[src/rtl/crossfile_pkg.sv]
// Shared types for the crossfile datapath: transaction payload and default FIFO depth.
// Latency: n/a (types only).
// Backpressure: n/a (types only).
package crossfile_pkg;

    localparam int FIFO_DEPTH = 4;

    // One transaction as carried between producers, the scheduler and the consumer.
    typedef struct packed {
        logic [3:0]  id;
        logic [27:0] data;
    } transaction_t;

endpackage

[src/rtl/crossfile_rr_scheduler_if.sv]
// Handshake bundle between NUM_REQ producers, the scheduler and a single consumer.
// Latency: n/a (wires only).
// Backpressure: req_ready per requester, out_ready from the consumer.
// Ports: master = producer/consumer side, slave = scheduler side.
interface crossfile_rr_scheduler_if import crossfile_pkg::*; #(
    parameter int NUM_REQ = 4,
    parameter int DEPTH   = FIFO_DEPTH
);
    localparam int IW = $clog2(NUM_REQ);
    localparam int CW = $clog2(DEPTH + 1);

    logic [NUM_REQ-1:0]         req_valid;
    transaction_t [NUM_REQ-1:0] req_trans;
    logic [NUM_REQ-1:0]         req_ready;
    logic                       out_valid;
    transaction_t               out_trans;
    logic                       out_ready;
    logic [CW-1:0]              count;
    logic                       full;
    logic                       empty;
    logic [IW-1:0]              grant_id;

    modport master (
        output req_valid, req_trans, out_ready,
        input  req_ready, out_valid, out_trans, count, full, empty, grant_id
    );

    modport slave (
        input  req_valid, req_trans, out_ready,
        output req_ready, out_valid, out_trans, count, full, empty, grant_id
    );

endinterface

[src/rtl/crossfile_rr_arbiter.sv]
// Round-robin pick of one requester, scanning from ptr upward with wrap-around.
// Latency: purely combinational.
// Backpressure: en low forces gnt to zero; gnt_idx still reports the would-be winner.
// Ports: req (requests), ptr (highest-priority index), en (grant enable),
//        gnt (one-hot or zero), gnt_idx (winner index).
module crossfile_rr_arbiter #(
    parameter int N  = 4,
    localparam int IW = $clog2(N)
) (
    input  logic [N-1:0]  req,
    input  logic [IW-1:0] ptr,
    input  logic          en,
    output logic [N-1:0]  gnt,
    output logic [IW-1:0] gnt_idx
);

    always_comb begin
        logic found;
        int   k;
        gnt     = '0;
        gnt_idx = '0;
        found   = 1'b0;
        k       = 0;
        for (int i = 0; i < N; i++) begin
            k = (int'(ptr) + i) % N;
            if (!found && req[IW'(k)]) begin
                found         = 1'b1;
                gnt_idx       = IW'(k);
                gnt[IW'(k)]   = en;
            end
        end
    end

endmodule

[src/rtl/crossfile_rr_scheduler.sv]
// Round-robin merge of NUM_REQ producers into one DEPTH-entry ring buffer feeding a single consumer.
// Latency: accept -> out_valid is 1 cycle (no empty bypass).
// Backpressure: a requester is accepted only while the buffer has room or is popped in the same cycle.
// Ports: clk, rst (sync, active-low); bus.slave carries req_valid/req_trans/req_ready,
//        out_valid/out_trans/out_ready, count/full/empty and grant_id.
module crossfile_rr_scheduler import crossfile_pkg::*; #(
    parameter int NUM_REQ = 4,
    parameter int DEPTH   = FIFO_DEPTH
) (
    input  logic                   clk,
    input  logic                   rst,
    crossfile_rr_scheduler_if.slave bus
);

    localparam int IW = $clog2(NUM_REQ);
    localparam int PW = $clog2(DEPTH);
    localparam int CW = $clog2(DEPTH + 1);

    transaction_t       mem_q [DEPTH];
    logic [PW-1:0]      wr_ptr_q, wr_ptr_d;
    logic [PW-1:0]      rd_ptr_q, rd_ptr_d;
    logic [CW-1:0]      count_q, count_d;
    logic [IW-1:0]      rr_ptr_q, rr_ptr_d;
    logic [IW-1:0]      grant_id_q, grant_id_d;

    logic [NUM_REQ-1:0] gnt;
    logic [IW-1:0]      win;
    logic               full, empty, pop, push, can_push;

    assign empty    = (count_q == '0);
    assign full     = (count_q == CW'(DEPTH));
    assign pop      = !empty && bus.out_ready;
    // A full buffer still accepts when the head leaves in the same cycle.
    assign can_push = !full || pop;
    assign push     = |gnt;

    // rst gates the enable so no requester sees ready while reset is held.
    crossfile_rr_arbiter #(.N(NUM_REQ)) u_arb (
        .req     (bus.req_valid),
        .ptr     (rr_ptr_q),
        .en      (rst && can_push),
        .gnt     (gnt),
        .gnt_idx (win)
    );

    assign bus.req_ready = gnt;
    assign bus.out_valid = !empty;
    assign bus.out_trans = mem_q[rd_ptr_q];
    assign bus.count     = count_q;
    assign bus.full      = full;
    assign bus.empty     = empty;
    assign bus.grant_id  = grant_id_q;

    always_comb begin
        wr_ptr_d   = wr_ptr_q;
        rd_ptr_d   = rd_ptr_q;
        rr_ptr_d   = rr_ptr_q;
        grant_id_d = grant_id_q;
        count_d    = count_q;
        if (push) begin
            wr_ptr_d   = (wr_ptr_q == PW'(DEPTH - 1)) ? '0 : wr_ptr_q + 1'b1;
            rr_ptr_d   = (win == IW'(NUM_REQ - 1)) ? '0 : win + 1'b1;
            grant_id_d = win;
        end
        if (pop) begin
            rd_ptr_d = (rd_ptr_q == PW'(DEPTH - 1)) ? '0 : rd_ptr_q + 1'b1;
        end
        case ({push, pop})
            2'b10:   count_d = count_q + 1'b1;
            2'b01:   count_d = count_q - 1'b1;
            default: count_d = count_q;
        endcase
    end

    always_ff @(posedge clk) begin
        if (!rst) begin
            wr_ptr_q   <= '0;
            rd_ptr_q   <= '0;
            count_q    <= '0;
            rr_ptr_q   <= '0;
            grant_id_q <= '0;
        end else begin
            wr_ptr_q   <= wr_ptr_d;
            rd_ptr_q   <= rd_ptr_d;
            count_q    <= count_d;
            rr_ptr_q   <= rr_ptr_d;
            grant_id_q <= grant_id_d;
        end
    end

    // Storage needs no reset: entries are only read once count says they were written.
    always_ff @(posedge clk) begin
        if (push) begin
            mem_q[wr_ptr_q] <= bus.req_trans[win];
        end
    end

    a_count_max:  assert property (@(posedge clk) disable iff (!rst) count_q <= CW'(DEPTH));
    a_no_under:   assert property (@(posedge clk) disable iff (!rst) !(pop && empty));
    a_onehot_rdy: assert property (@(posedge clk) $onehot0(gnt));
    a_no_ovf:     assert property (@(posedge clk) disable iff (!rst) !(push && full && !pop));

endmodule

[src/flat_wrapper.sv]
// flat-port wrapper written by rule: the top's interface ports become plain ports
module crossfile_rr_scheduler_flat import crossfile_pkg::*;
#(
    parameter int NUM_REQ = 4,
    parameter int DEPTH   = FIFO_DEPTH
)
  (clk, rst, bus_req_valid, bus_req_trans, bus_out_ready, bus_req_ready, bus_out_valid, bus_out_trans, bus_count, bus_full, bus_empty, bus_grant_id);
  crossfile_rr_scheduler_if #(.NUM_REQ(NUM_REQ), .DEPTH(DEPTH)) bus_i ();
  input  logic clk;
  input  logic rst;
  input wire logic [$bits(bus_i.req_valid)-1:0] bus_req_valid;
  input wire logic [$bits(bus_i.req_trans)-1:0] bus_req_trans;
  input wire logic [$bits(bus_i.out_ready)-1:0] bus_out_ready;
  output wire logic [$bits(bus_i.req_ready)-1:0] bus_req_ready;
  output wire logic [$bits(bus_i.out_valid)-1:0] bus_out_valid;
  output wire logic [$bits(bus_i.out_trans)-1:0] bus_out_trans;
  output wire logic [$bits(bus_i.count)-1:0] bus_count;
  output wire logic [$bits(bus_i.full)-1:0] bus_full;
  output wire logic [$bits(bus_i.empty)-1:0] bus_empty;
  output wire logic [$bits(bus_i.grant_id)-1:0] bus_grant_id;
  assign bus_i.req_valid = bus_req_valid;
  assign bus_i.req_trans = bus_req_trans;
  assign bus_i.out_ready = bus_out_ready;
  assign bus_req_ready = bus_i.req_ready;
  assign bus_out_valid = bus_i.out_valid;
  assign bus_out_trans = bus_i.out_trans;
  assign bus_count = bus_i.count;
  assign bus_full = bus_i.full;
  assign bus_empty = bus_i.empty;
  assign bus_grant_id = bus_i.grant_id;
  crossfile_rr_scheduler #(.NUM_REQ(NUM_REQ), .DEPTH(DEPTH)) u_core (.clk(clk), .rst(rst), .bus(bus_i));
endmodule
[config.mk]
export PLATFORM = sky130hd
export DESIGN_NAME = crossfile_rr_scheduler_flat
export DESIGN_NICKNAME = d
export VERILOG_FILES = /design/src/rtl/crossfile_pkg.sv /design/src/rtl/crossfile_rr_scheduler_if.sv /design/src/rtl/crossfile_rr_arbiter.sv /design/src/rtl/crossfile_rr_scheduler.sv /design/src/flat_wrapper.sv
export SDC_FILE = /design/constraint.sdc
export NUM_CORES = 1
export LEC_CHECK = 0
export BUFFER_PORTS_ARGS = -buffer_cell sky130_fd_sc_hd__buf_2
export CORE_MARGIN = 2
export CORE_UTILIZATION = 45
export CTS_CLUSTER_DIAMETER = 60
export DETAILED_ROUTE_END_ITERATION = 12
export GPL_ROUTABILITY_DRIVEN = 0
export GPL_TIMING_DRIVEN = 1
export PLACE_DENSITY = 0.7
export SKIP_LAST_GASP = 1
export SYNTH_ARGS = -nofsm -noshare
export SYNTH_HDL_FRONTEND = slang
export SYNTH_SLANG_ARGS = --single-unit
[constraint.sdc]
create_clock -name clk -period 4.82 [get_ports clk]
set_input_delay 0.241 -clock clk [delete_from_list [all_inputs] [get_ports clk]]
set_output_delay 0.241 -clock clk [all_outputs]
set_load 0.02 [all_outputs]
# ---- Yosys cells after proc, flatten, opt, wreduce, memory -nomap -nowiden
# Memory sizes are Yosys's and may differ from the RTL's. A register that Yosys moved wholly into a read port is not among the register bits.
# Cells that the tools add are included.
dict set report classes {
  eq_ne 6
  n_reduce_logical 18
  addsub 8
  bitwise 1
  magnitude_cmp 9
  mux 44
}
# operator n
set ops {}
lappend ops {{$bmux 32 s2} 1}
lappend ops {{$mux 32} 1}
lappend ops {{$mux 2} 9}
lappend ops {{$mux 1} 17}
lappend ops {{$lt 2x4->1 const B} 4}
lappend ops {{$mux 4} 4}
lappend ops {{$bwmux 4} 3}
lappend ops {{$logic_and 1x1->1} 9}
lappend ops {{$add 2x1->2 const B} 4}
lappend ops {{$bmux 1 s2} 4}
lappend ops {{$demux 1 s2} 4}
lappend ops {{$eq 2x2->1 const B} 4}
lappend ops {{$ge 2x1->1 const B} 4}
lappend ops {{$pmux 3 s2} 1}
lappend ops {{$logic_not 1->1} 5}
lappend ops {{$add 2x2->2 const B} 2}
lappend ops {{$and 4x4->4} 1}
lappend ops {{$reduce_or 4->1} 1}
lappend ops {{$add 3x1->3 const B} 1}
lappend ops {{$eq 3x3->1 const B} 1}
lappend ops {{$logic_not 3->1} 1}
lappend ops {{$lt 2x3->1 const B} 1}
lappend ops {{$sub 3x1->3 const B} 1}
lappend ops {{$eq 2x1->1 const B} 1}
lappend ops {{2 further kinds} 2}
dict set report totals {
  regBits 11
  ram_bits 128
  memories 1
  elab_cells 92
  in_bits 135
}
# name depth width read_ports rd_clocked_by_memory_dff wr line_no
set memory_table {}
lappend memory_table {u_core.mem_q 4 32 1 1 1 crossfile_rr_scheduler.sv:19} ;# transaction_t mem_q [DEPTH];

# ---- Depth between registers and ports, before layout
dict set report depth {
  depth_word 16
  mapped_depth 17
  depth_no_buf 14
}

# ---- By module
# From an unflattened synthesis, not the netlist that was laid out.
dict set report unflattened {
  hier_cells 341
  area_unflattened_um2 6656.4
}
# module n_inst area_per_inst_um2 cells_per_inst
set by_module_without_submodules {}
lappend by_module_without_submodules {crossfile_rr_scheduler 1 6082.1 276}
lappend by_module_without_submodules {crossfile_rr_arbiter 1 574.3 65}

# ---- Worst setup path before layout
# Ideal clock, no wire load.
dict set report synth_timing {
  kind {flip-flop to flip-flop}
  start {register u_core.rr_ptr_q[1]}
  end {register u_core.count_q[2], in the netlist u_core.bus.count[2]}
  stages_incl_launch_ff 17
  arrival_ns 3.692
  setup_time_ns 0.076
  setup_slack_ns 1.053
  synth_period_minus_slack_ns 3.767
  path_cell_list {dfxtp_1 > buf_2 > inv_1 > ha_1 > mux4_2 > a21oi_1 > a2111oi_0 > a2111oi_2 > nand4b_2 > buf_6 > inv_1 > ha_1 > inv_1 > fa_1 > xor2_1 > or3_1 > a21boi_0}
}
dict set report synth_via {
  elab_chain_cells 16
  word_cells_on_any_way 57
  cone_classes {3 x add/sub; 8 x order compare; 2 x eq/ne; 31 x mux; 1 x bitwise; 12 x reduce/logical}
}
# item line_no
set synth_rtl {}
lappend synth_rtl {{from (decl)} crossfile_rr_scheduler.sv:23} ;# logic [IW-1:0] rr_ptr_q, rr_ptr_d;
lappend synth_rtl {{from (signal assigned)} crossfile_rr_scheduler.sv:86} ;# rr_ptr_q <= rr_ptr_d;
lappend synth_rtl {{branches (longest 12 deep; another with $lt 2x4->1)} -}
lappend synth_rtl {{$mux 4 (*)} crossfile_rr_arbiter.sv:26} ;# if (!found && req[IW'(k)]) begin
lappend synth_rtl {{$reduce_or 4->1 (*)} crossfile_rr_scheduler.sv:35} ;# assign push = |gnt;
lappend synth_rtl {{$eq 2x1->1 or $eq 2x2->1 (tied branches)} crossfile_rr_scheduler.sv:68} ;# case ({push, pop})
lappend synth_rtl {{$pmux 3 s2 or $reduce_bool 2->1 (tied branches)} -}
lappend synth_rtl {{to (signal assigned)} crossfile_rr_scheduler.sv:85} ;# count_q <= count_d;
lappend synth_rtl {{to (decl)} crossfile_rr_scheduler.sv:22} ;# logic [CW-1:0] count_q, count_d;
# Mark *: on every way between the ends. The select of a mux whose other input is x is not followed.
# A chain may end at the register's enable or synchronous reset.

# ---- Worst setup path after layout
# Same ends and word-level chain as after synthesis.

==> impl_metrics.csv <==
group,metric,value,unit
run_status,status,"complete, no violations",
die,rows,45,
sta,max_freq,262,MHz
final_layout,final_layout_size_suffix_gt1_frac,0.409,
place,place_area,8060,µm²
critical_path,crit_path_end,"u_core.bus.count[2]$_SDFFE_PN0P_",
critical_path,cpPeakStageDelay,0.66,ns
sta,worstMarginPinSlew,0.819,ns
power,p_per_area,680,nW/µm²
routing,firstDrtPassIters,4,
grt,grt_first_pass_wirelength,24200,µm
critical_path,critPathCaptureType,"flop",
cts,cts_resized,0,
cts,htreeDepth,4,
sta,fin_crit_sh,0.793,
sta,timing.final.ws_setup,0.997,ns
cts,clock_path_buffers,2,
grt,antenna_found_initial,0,
power,p_leak,3.25,nW
die,die_h,128,µm
critical_path,worstPathRequired,5.16,ns
place,dp.final_hpwl,10800,µm
critical_path,crit_type,"reg -> reg",
critical_path,worstPathArrival,4.16,ns
cts,cts_setup_buffers,0,
sta,hold_ws,0.161,ns
sta,rsz0062_at_grt,"false",
critical_path,worstReg2RegStart,"u_core.rr_ptr_q[1]$_SDFFE_PN0P_",
routing,routedWlPerCell,18.4,µm
synth,synth_top_area_frac,0.553,
synth,postSynthAreaPerCell,14.6,µm²
critical_path,path_depth,14,
critical_path,cp.buffers_inverters,3,
critical_path,r2r_end,"u_core.bus.count[2]$_SDFFE_PN0P_",
critical_path,crit_path_frequent_cell,"inv_1",
sta,finalHoldViolCount,0,
power,vdd_ir_drop_max,0.336,mV
synth,ys_types,55,
sta,fin_crit,3.82,ns
cts,clk_pin_slew_worst_paths,0.06,ns
die,initial_core_util,0.459,
synth,synth-edff-count,128,
synth,netlist_top_cells_count,"edfxtp_1 (128), a21oi_1 (37), mux4_2 (35), mux2i_1 (34), nor2b_1 (34)",
routing,ant_nets,0,
synth,ys_seq_area_frac,0.590,
power,p_int,3.75,mW
critical_path,startpoint,"u_core.rr_ptr_q[1]$_SDFFE_PN0P_",
final_layout,antennaDiodeCount,0,
final_layout,fin_nets,799,
place,dp_cells,818,
synth,yosysTopAreaCell,"edfxtp_1",
critical_path,r2r_cells,14,
synth,synthArstFlopShare,0,
cts,cts_root_buffer,"clkbuf_16",
cts,cts_tree,"built",
power,switching_share,0.365,
cts,clkSinkCount,141,
final_layout,post-route-util,0.573,
sta,drv_slew,0,
grt,grt_pass1_vias,4718,
critical_path,cp_max_fo,11,
place,pre_cts_slack,1.02,ns
power,switching_power,2.15,mW
die,core,15100,µm²
run,maxCapViolCount,0,
critical_path,r2r_slack,1.0,ns
routing,wl,15700,µm
sta,finalClockSkew,0.00930,ns
routing,via_per_inst,5.59,
synth,syn_nets,625,
final_layout,final_cells,850,
synth,yosysMostFrequentCell,"edfxtp_1",
routing,vias,4754,
synth,ys_ff_latch,141,
die,dieArea,16500,µm²
cts,cts_hold_repair.buffers,0,
synth,synthCells,475,
cts,cts-buffers-inserted,17,
routing,route.detailed.drc,0,
critical_path,cp_slowest_cell,"mux4_2",
final_layout,areaGrowthSynthToFinish,24.8,%
sta,max_slew_margin,0.454,
sta,setup_viol,0,
critical_path,startpoint_type,"flop",
critical_path,crit_chain,"inv_1, ha_1, mux4_2, a21oi_1, a2111oi_0, a2111oi_2, nand4b_2, inv_1, ha_1, inv_1, fa_1, xor2_1, or3_1, a21boi_0",
power,seqPwrFrac,0.356,
power,power.share.clock,0.221,
power,p_total,5.90,mW
die,dieWidth,128,µm
final_layout,finalInstanceArea,8680,µm²
synth,syn_area,6950,µm²
sta,setup_tns,0,ns
grt,grtUsageTotal,0.192,
grt,grt.overflow.total,0,
grt,grt_max_degree,67,
critical_path,cp_top_family,"adder cells",
hold_path,hold_path.class,"in -> reg",
routing,drt_iter0_markers,390,
cts,clk_latency,0.41,ns
power,combinationalPowerShare,0.424,
synth,synthTopCellsByArea,"edfxtp_1 (55%), mux4_2 (11%), mux2i_1 (4.9%)",
synth,ys_warn_count,0,
die,pin_count,179,
synth,synth_ff_type,"edfxtp_1",
place,place.port_buffers,178,
-- how the worst min path moves through the flow --
stage / start / to / depth (start not counted)
after CTS: rst / u_core.wr_ptr_q[1]$_SDFFE_PN0P_ / 3
after global routing: rst / u_core.bus.count[2]$_SDFFE_PN0P_ / 2
after floorplan: rst / flop / 2
final: rst / u_core.wr_ptr_q[1]$_SDFFE_PN0P_ / 3
after global placement: u_core.bus.grant_id[1]$_SDFFE_PN0P_ / u_core.bus.grant_id[1]$_SDFFE_PN0P_ / 2
after detailed placement: u_core.bus.grant_id[1]$_SDFFE_PN0P_ / u_core.bus.grant_id[1]$_SDFFE_PN0P_ / 2
-- flip-flops by register name, summed over array words and instances (netlist names), named ones only --
name and cells:
u_core.bus.grant_id 2, u_core.wr_ptr_q 2, u_core.rr_ptr_q 1, u_core.mem_q 128
u_core.bus.count 3, u_core.rd_ptr_q 2
-- tightest hold or removal path: cells and delay by family --
| kind | cells | cell delay (ns) |
|---|---|---|
| buffers and inverters | 1 | 0.16 |
| AO/OA/AOI/OAI | 1 | 0.05 |
| AND/OR/NAND/NOR | 1 | 0.07 |
-- cell families after synthesis --
| logic type | Yosys count | synth area share |
|---|---|---|
| fa+ha+maj | 15 | 0.0281 |
| simple gates | 87 | 0.0729 |
| flops | 141 | 0.590 |
| mux | 71 | 0.166 |
| xor+xnor | 3 | 0.00378 |
| compound gates | 109 | 0.105 |
| buf+inv | 49 | 0.0346 |
-- power groups by stage --
stage / combinational, mW / sequential, mW / clock (mW)
3_3_place_gp: 2.45 / 2.09 / 0
5_1_grt: 2.73 / 2.13 / 1.38
4_1_cts: 2.53 / 2.10 / 1.32
6_report: 2.50 / 2.10 / 1.30
3_5_place_dp: 2.52 / 2.12 / 0
2_1_floorplan: 1.76 / 2.10 / 0
-- layout make-up --
cell class / count / area [µm²]
tap: 188 / 235
timing repair buffer: 189 / 1040
sequential: 141 / 4110
inverter: 15 / 56.3
clock buffer: 25 / 582
clock inverter: 7 / 38.8
fill: 1201 / 6470
multi-input combinational: 285 / 2620
-- placed cells by master (no fill, tap or decap), drive strengths merged, types with 3 or more instances in the layout --
cell | netlist | layout
o21ai | 14 | 14
nand2 | 13 | 13
nor2 | 9 | 9
nand4 | 3 | 3
dfxtp | 13 | 13
nand2b | 3 | 3
and3 | 4 | 4
and2 | 6 | 6
mux2i | 34 | 34
inv | 15 | 18
a2111oi | 3 | 3
a31oi | 3 | 3
o31ai | 3 | 3
clkbuf | 8 | 25
buf | 26 | 189
a211oi | 34 | 34
mux4 | 35 | 35
a21oi | 37 | 37
ha | 14 | 14
nor2b | 34 | 34
or3 | 3 | 3
clkinv | 0 | 4
edfxtp | 128 | 128
-- metal layers --
metal / share of wire / wire [µm] / up-vias / GRT usage
li1: - / - / 2219 / -
met1: 0.40 / 6220 / 2327 / 0.238
met2: 0.51 / 8020 / 182 / 0.328
met3: 0.073 / 1140 / 26 / 0.0534
met4: 0.019 / 295 / 0 / 0.0646
met5: 0 / 0 / - / 0
(Power assumes the default switching activity.)
